$ cat src/rtl/hall_pkg.sv
// Shared definitions for the hall-sensor front end: reserved codes, FSM
// encoding and the hall-code to commutation-index map.
package hall_pkg;

  localparam logic [2:0] HALL_DISCONNECTED = 3'b111;
  localparam logic [2:0] HALL_FAULT        = 3'b000;

  typedef enum logic [1:0] {
    NO_MOTOR = 2'd0,
    RUN      = 2'd1,
    FAULT    = 2'd2
  } hall_state_e;

  // Returns {valid, idx[2:0]}; the two reserved codes map to invalid.
  function automatic logic [3:0] hall_to_idx(input logic [2:0] code);
    case (code)
      3'b101:  hall_to_idx = {1'b1, 3'd0};
      3'b100:  hall_to_idx = {1'b1, 3'd1};
      3'b110:  hall_to_idx = {1'b1, 3'd2};
      3'b010:  hall_to_idx = {1'b1, 3'd3};
      3'b011:  hall_to_idx = {1'b1, 3'd4};
      3'b001:  hall_to_idx = {1'b1, 3'd5};
      default: hall_to_idx = {1'b0, 3'd0};
    endcase
  endfunction

endpackage

$ cat src/rtl/hall_filter.sv
// Two-flop synchronizer plus debounce for the three raw hall lines; the
// filtered code only moves after FILTER_CYCLES identical synchronized samples.
module hall_filter
  import hall_pkg::*;
#(
  parameter int unsigned FILTER_CYCLES = 4
) (
  input  logic       sysclk,
  input  logic       rst_n,
  input  logic [2:0] raw,
  output logic [2:0] filt,
  output logic       filt_changed
);

  localparam int unsigned CNT_W = (FILTER_CYCLES < 2) ? 1 : $clog2(FILTER_CYCLES + 1);
  // The sample that reloads the candidate counts as the first of the run.
  localparam int unsigned MATCH = (FILTER_CYCLES >= 2) ? FILTER_CYCLES - 2 : 0;

  logic [2:0]       sync1_q, sync1_d;
  logic [2:0]       sync2_q, sync2_d;
  logic [2:0]       cand_q, cand_d;
  logic [CNT_W-1:0] cnt_q, cnt_d;
  logic [2:0]       filt_q, filt_d;
  logic             changed_q, changed_d;

  // NOTE: every variable gets a default at the top of always_comb, so no path
  // leaves it unassigned and no latch is inferred.
  always_comb begin
    sync1_d = raw;
    sync2_d = sync1_q;
    cand_d  = cand_q;
    cnt_d   = cnt_q;
    filt_d  = filt_q;
    if (FILTER_CYCLES == 1) begin
      cand_d = sync2_q;
      filt_d = sync2_q;
    end else if (sync2_q != cand_q) begin
      cand_d = sync2_q;
      cnt_d  = '0;
    end else if (cnt_q == CNT_W'(MATCH)) begin
      filt_d = cand_q;
    end else begin
      cnt_d = cnt_q + CNT_W'(1);
    end
    changed_d = (filt_d != filt_q);
  end

  // NOTE: sequential state uses non-blocking assignments so every flop samples
  // the pre-edge values, independent of statement order.
  always_ff @(posedge sysclk or negedge rst_n) begin
    if (!rst_n) begin
      sync1_q   <= HALL_DISCONNECTED;
      sync2_q   <= HALL_DISCONNECTED;
      cand_q    <= HALL_DISCONNECTED;
      cnt_q     <= '0;
      filt_q    <= HALL_DISCONNECTED;
      changed_q <= 1'b0;
    end else begin
      sync1_q   <= sync1_d;
      sync2_q   <= sync2_d;
      cand_q    <= cand_d;
      cnt_q     <= cnt_d;
      filt_q    <= filt_d;
      changed_q <= changed_d;
    end
  end

  assign filt         = filt_q;
  assign filt_changed = changed_q;

endmodule

$ cat src/rtl/hall_monitor.sv
// Per-motor hall front end: connection/fault FSM, commutation index tracking,
// signed transition counter with load port, and stall detection.
module hall_monitor
  import hall_pkg::*;
#(
  parameter int unsigned FILTER_CYCLES = 4,
  parameter int unsigned COUNT_WIDTH   = 8,
  parameter int unsigned STALL_WIDTH   = 22,
  parameter int unsigned STALL_CYCLES  = 2000000
) (
  input  logic                   sysclk,
  input  logic                   rst_n,
  input  logic                   hall_a,
  input  logic                   hall_b,
  input  logic                   hall_c,
  input  logic                   cnt_load,
  input  logic [COUNT_WIDTH-1:0] cnt_load_val,
  output logic                   connected,
  output logic                   fault,
  output logic [2:0]             step_idx,
  output logic                   step_strobe,
  output logic                   dir,
  output logic                   skip,
  output logic [COUNT_WIDTH-1:0] hall_count,
  output logic                   stall
);

  logic [2:0] filt;
  logic       filt_changed;

  hall_filter #(.FILTER_CYCLES(FILTER_CYCLES)) u_filter (
    .sysclk       (sysclk),
    .rst_n        (rst_n),
    .raw          ({hall_a, hall_b, hall_c}),
    .filt         (filt),
    .filt_changed (filt_changed)
  );

  hall_state_e            state_q, state_d;
  logic [2:0]             idx_q, idx_d;
  logic                   strobe_q, strobe_d;
  logic                   skip_q, skip_d;
  logic                   dir_q, dir_d;
  logic [COUNT_WIDTH-1:0] count_q, count_d;
  logic [STALL_WIDTH-1:0] timer_q, timer_d;

  logic       code_valid;
  logic [2:0] new_idx;
  logic [2:0] delta;
  logic       inc, dec;

  always_comb begin
    {code_valid, new_idx} = hall_to_idx(filt);
    // Forward distance around the 6-step wheel; 3-bit wrap is harmless since
    // the result is always below 6.
    delta = (new_idx >= idx_q) ? new_idx - idx_q : new_idx + 3'd6 - idx_q;

    state_d  = state_q;
    idx_d    = idx_q;
    strobe_d = 1'b0;
    skip_d   = 1'b0;
    dir_d    = dir_q;
    inc      = 1'b0;
    dec      = 1'b0;

    if (filt_changed) begin
      case (state_q)
        NO_MOTOR: begin
          if (filt == HALL_FAULT) begin
            state_d = FAULT;
          end else if (code_valid) begin
            state_d = RUN;
            idx_d   = new_idx;
          end
        end
        RUN: begin
          if (filt == HALL_DISCONNECTED) begin
            state_d = NO_MOTOR;
          end else if (filt == HALL_FAULT) begin
            state_d = FAULT;
          end else if (code_valid) begin
            case (delta)
              3'd1: begin
                idx_d = new_idx; strobe_d = 1'b1; dir_d = 1'b1; inc = 1'b1;
              end
              3'd5: begin
                idx_d = new_idx; strobe_d = 1'b1; dir_d = 1'b0; dec = 1'b1;
              end
              3'd2, 3'd3, 3'd4: begin
                idx_d = new_idx; skip_d = 1'b1;
              end
              default: ;
            endcase
          end
        end
        FAULT: begin
          if (filt == HALL_DISCONNECTED) state_d = NO_MOTOR;
        end
        default: state_d = NO_MOTOR;
      endcase
    end

    // A host load wins over a same-cycle step, whose +/-1 is dropped.
    if (cnt_load)  count_d = cnt_load_val;
    else if (inc)  count_d = count_q + COUNT_WIDTH'(1);
    else if (dec)  count_d = count_q - COUNT_WIDTH'(1);
    else           count_d = count_q;

    if (state_d != RUN)                              timer_d = '0;
    else if (state_q != RUN || strobe_d || skip_d)   timer_d = '0;
    else if (timer_q != '1)                          timer_d = timer_q + STALL_WIDTH'(1);
    else                                             timer_d = timer_q;
  end

  always_ff @(posedge sysclk or negedge rst_n) begin
    if (!rst_n) begin
      state_q  <= NO_MOTOR;
      idx_q    <= 3'd0;
      strobe_q <= 1'b0;
      skip_q   <= 1'b0;
      dir_q    <= 1'b0;
      count_q  <= '0;
      timer_q  <= '0;
    end else begin
      state_q  <= state_d;
      idx_q    <= idx_d;
      strobe_q <= strobe_d;
      skip_q   <= skip_d;
      dir_q    <= dir_d;
      count_q  <= count_d;
      timer_q  <= timer_d;
    end
  end

  assign connected   = (state_q == RUN);
  assign fault       = (state_q == FAULT);
  assign step_idx    = idx_q;
  assign step_strobe = strobe_q;
  assign skip        = skip_q;
  assign dir         = dir_q;
  assign hall_count  = count_q;
  assign stall       = (state_q == RUN) && (timer_q >= STALL_WIDTH'(STALL_CYCLES));

endmodule
$ cat config.mk
export PLATFORM = sky130hd
export DESIGN_NAME = hall_monitor
export DESIGN_NICKNAME = d
export VERILOG_FILES = /design/src/rtl/hall_pkg.sv /design/src/rtl/hall_filter.sv /design/src/rtl/hall_monitor.sv
export SDC_FILE = /design/constraint.sdc
export NUM_CORES = 1
export LEC_CHECK = 0
export ABC_AREA = 1
export CORE_UTILIZATION = 30
export DETAILED_ROUTE_END_ITERATION = 8
export PLACE_DENSITY_LB_ADDON = 0.1
export SKIP_CTS_REPAIR_TIMING = 1
export SYNTH_ARGS = -nofsm -noshare
export SYNTH_HDL_FRONTEND = slang
export SYNTH_SLANG_ARGS = --single-unit
$ cat constraint.sdc
create_clock -name sysclk -period 4.9 [get_ports sysclk]
set_clock_uncertainty 0.2 [all_clocks]
set_input_delay 0.98 -clock sysclk [delete_from_list [all_inputs] [get_ports sysclk]]
set_output_delay 0.98 -clock sysclk [all_outputs]
set_load 0.1 [all_outputs]
==> metrics.md <==
| Metric | Value |
|---|---|
| Outcome | finished, final reports clean |
| NetSw | 0.533 mW |
| Routability cong. | 0.835 |
| WL met2 | 3560 um |
| Average cell area after synthesis | 7.88 um2 |
| Met1 wire length | roughly 3700 um |
| Final setup TNS | 0 ps |
| Hold crit path type | reg -> reg |
| Die X | 109 um |
| Crit. End Element | flip-flop |
| PortBufs | 30 |
| Unrepaired setup endpoints after global routing | false |
| Post-route DRC | 0 |
| First-pass GRT wire length | around 13000 um |
| H-tree depth | 2 |
| Final slew viol count | 0 |
| Synth area leaders | dfrtp_1 (31%), nand2_1 (12%), dfstp_2 (9.3%), inv_1 (6.4%), ha_1 (5.9%) |
| DR WL/cell | 12.5 um |
| Worst Path Arrival | 3930 ps |
| Post-synth EDFFs | 0 |
| Design area | approximately 4000 um2 |
| Fillers | 1172 |
| Die area | 11800 um2 |
| CTS Root Cell | clkbuf_16 |
| Routed WL | 7580 um |
| Share of the synthesized area in the top cell type | 0.309 |
| Clock tree buffer depth | 2 |
| Final setup vio count | 0 |
| Share of layout cells above drive strength 1 | 0.136 |
| Syn_nets | 464 |
| Register bit total from synthesis | 54 |
| Max-Cap Viols | 0 |
| Final ANT Viol Nets | 0 |
| Synthesized area | 3410 um2 |
| Initial antenna violation count | 0 |
| Synth cell count leaders | nand2_1 (111), inv_1 (58), dfrtp_1 (42), nor2_1 (33), nand3_1 (31) |
| # IOs | 31 |
| Sw frac | 0.401 |
| Logic pwr share | 0.333 |
| Post-Syn Instances | between 400 and 500 |
| Post-layout min period | 3880 ps |
| Leading area contributor after synthesis | dfrtp_1 |
| Clock sink total | 54 |
| Starting Density | 0.311 |
| Final Cycle Share | 0.792 |
| Slew at the pin with the worst max-slew slack | 980 ps |
| VDD IR max | 0.153 mV |
| 1st-iter DRT viols | 158 |
| DRT Pass-1 Iters | 4 |
| Area Growth Syn to Fin | 17.0% |
| Final Hold Fails | 0 |
| Vias in the first global route | around 2700 |
| Peak Freq | 0.258 GHz |
| CTS tree | built |
| Main synth FF type | dfrtp_1 |
| Clk slew on worst S/H paths | 80 ps |
| Relative slew slack | 0.345 |
| Clock network power share | 0.285 |
| Register share of total power | 0.382 |
| Critical Path Fanout Max | 11 |
| Synth cell types | 42 |
| Power Internal | 0.797 mW |
| Gr ovfl total | 0 |
| Via count | 2766 |
| Core area | 10900 um2 |
| Syn. warnings | 0 |
| WP data required | slightly below 5000 ps |
| Rows | 38 |
| Die Height | 109 um |
| Metal3 WL | around 210 um |
| Vias/cell | roughly 4.6 |
| Clk_lat worst skew | 310 ps |
| Power per Cell Area | around 330 nW/um2 |
| Ys async rst share | 1.00 |
| Post-DP Area | 3830 um2 |
| Count leader, synth | nand2_1 |
| Antenna cells | 0 |
| DP HPWL | approximately 5700 um |
| Highest Signal Layer | met4 |
| Worst setup path class | reg -> reg |
| Tot GR Track Use | 0.145 |
| Total CTS buffers | 5 |
| Leakage power | 1.83 nW |
| Largest net degree at the start of global routing | 33 |
| Register area share after synthesis | 0.401 |
| Fin nets | between 400 and 500 |
| Setup crit start kind | flip-flop |
==> metrics by stage <==
| stage | instances | hold WS (ps) | total power [mW] | util | setup slack (ps) |
|---|---|---|---|---|---|
| 6_report | 604 | 158 | 1.33 | 0.364 | 1020 |
| 5_1_grt | 604 | 167 | 1.42 | 0.364 | 678 |
| 4_1_cts | 604 | 159 | 1.36 | 0.364 | 976 |
| 3_5_place_dp | 596 | 147 | 0.963 | 0.351 | 1010 |
| 3_3_place_gp | 596 | 147 | 0.961 | 0.351 | 1170 |
| 2_1_floorplan | 432 | 145 | 0.861 | - | 136 |
==> cell families after synthesis <==
group | synth area share
fa+ha+maj | 0.0705
xor+xnor | 0.0463
flops | 0.401
simple gates | 0.331
buf+inv | 0.0896
compound gates | 0.0617
==> worst paths after layout <==
| kind | start | endpoint | slack [ps] | cells past startpoint |
|---|---|---|---|---|
| min in group asynchronous | rst_n | u_filter.cnt_q[2] | 460 | 1 |
| setup / recovery | u_filter.filt[0] | hall_count[6] | 1020 | 16 |
| hold / removal | u_filter.sync1_q[0] | u_filter.sync2_q[0] | 160 | 0 |
| setup reg to reg | u_filter.filt[0] | hall_count[6] | 1020 | 16 |
| max in group asynchronous | rst_n | u_filter.sync1_q[2] | 3160 | 2 |
| hold reg to reg | u_filter.sync1_q[0] | u_filter.sync2_q[0] | 160 | 0 |
==> area by class of cell <==
type / instances / area, um2 / area share
clock buffers: 5 / 125 / 0.0314
clock inverters: 3 / 25.0 / 0.00628
inverters: 66 / 253 / 0.0634
multi-input cells: 305 / 1740 / 0.436
flip-flops and latches: 54 / 1370 / 0.343
well taps: 140 / 175 / 0.0440
repair buffers: 31 / 303 / 0.0760
==> power groups by stage <==
| stage | clock [mW] | sequential (mW) | combinational [mW] |
|---|---|---|---|
| after floorplan | 0 | 0.579 | 0.282 |
| after global placement | 0 | 0.517 | 0.444 |
| after detailed placement | 0 | 0.517 | 0.446 |
| after CTS | 0.401 | 0.510 | 0.448 |
| after global routing | 0.416 | 0.514 | 0.486 |
| final | 0.380 | 0.508 | 0.443 |
==> cell usage in the layout, fill, tap and decap left out, types with 6 or more instances in the layout <==
cell type and n:
ha_1 16, a21oi_1 13, inv_2 6, nand3_2 6
nand2_1 111, inv_1 58, clkdlybuf4s50_1 29, nand2_2 7
nor3_1 8, nor2_2 12, dfrtp_1 42, nand4_1 12
nor2_1 32, o21ai_0 9, nand3_1 31, xor2_1 6
dfstp_2 12, xnor2_1 12
==> routing by layer <==
layer	track usage	vias to the layer above
li1	-	1435
met1	0.189	1296
met2	0.231	26
met3	0.0301	9
met4	0.0637	0
met5	0	-
==> state kept, by name, summed over array words and instances, names as in the netlist <==
signal and flops:
u_filter.filt 3, u_filter.sync1_q 3, u_filter.cnt_q 3, step_strobe 1, skip 1, timer_q 22, u_filter.sync2_q 3, step_idx 3
u_filter.filt_changed 1, hall_count 8, u_filter.cand_q 3, state_q 2, dir 1
==> critical path, stage by stage (launching register included) <==
cell	delay (ps)
dfstp_2	580
nor2_1	70
o21ai_0	250
ha_1	260
fa_1	450
nand3_1	140
nand3_2	150
nor2_8	150
nand2_1	280
ha_1	460
a21oi_1	170
nand2_1	100
a21o_1	170
a21oi_1	160
xnor2_1	130
nand2_1	60
nand2_1	50
No activity file was read; power rests on OpenSTA's default activity.
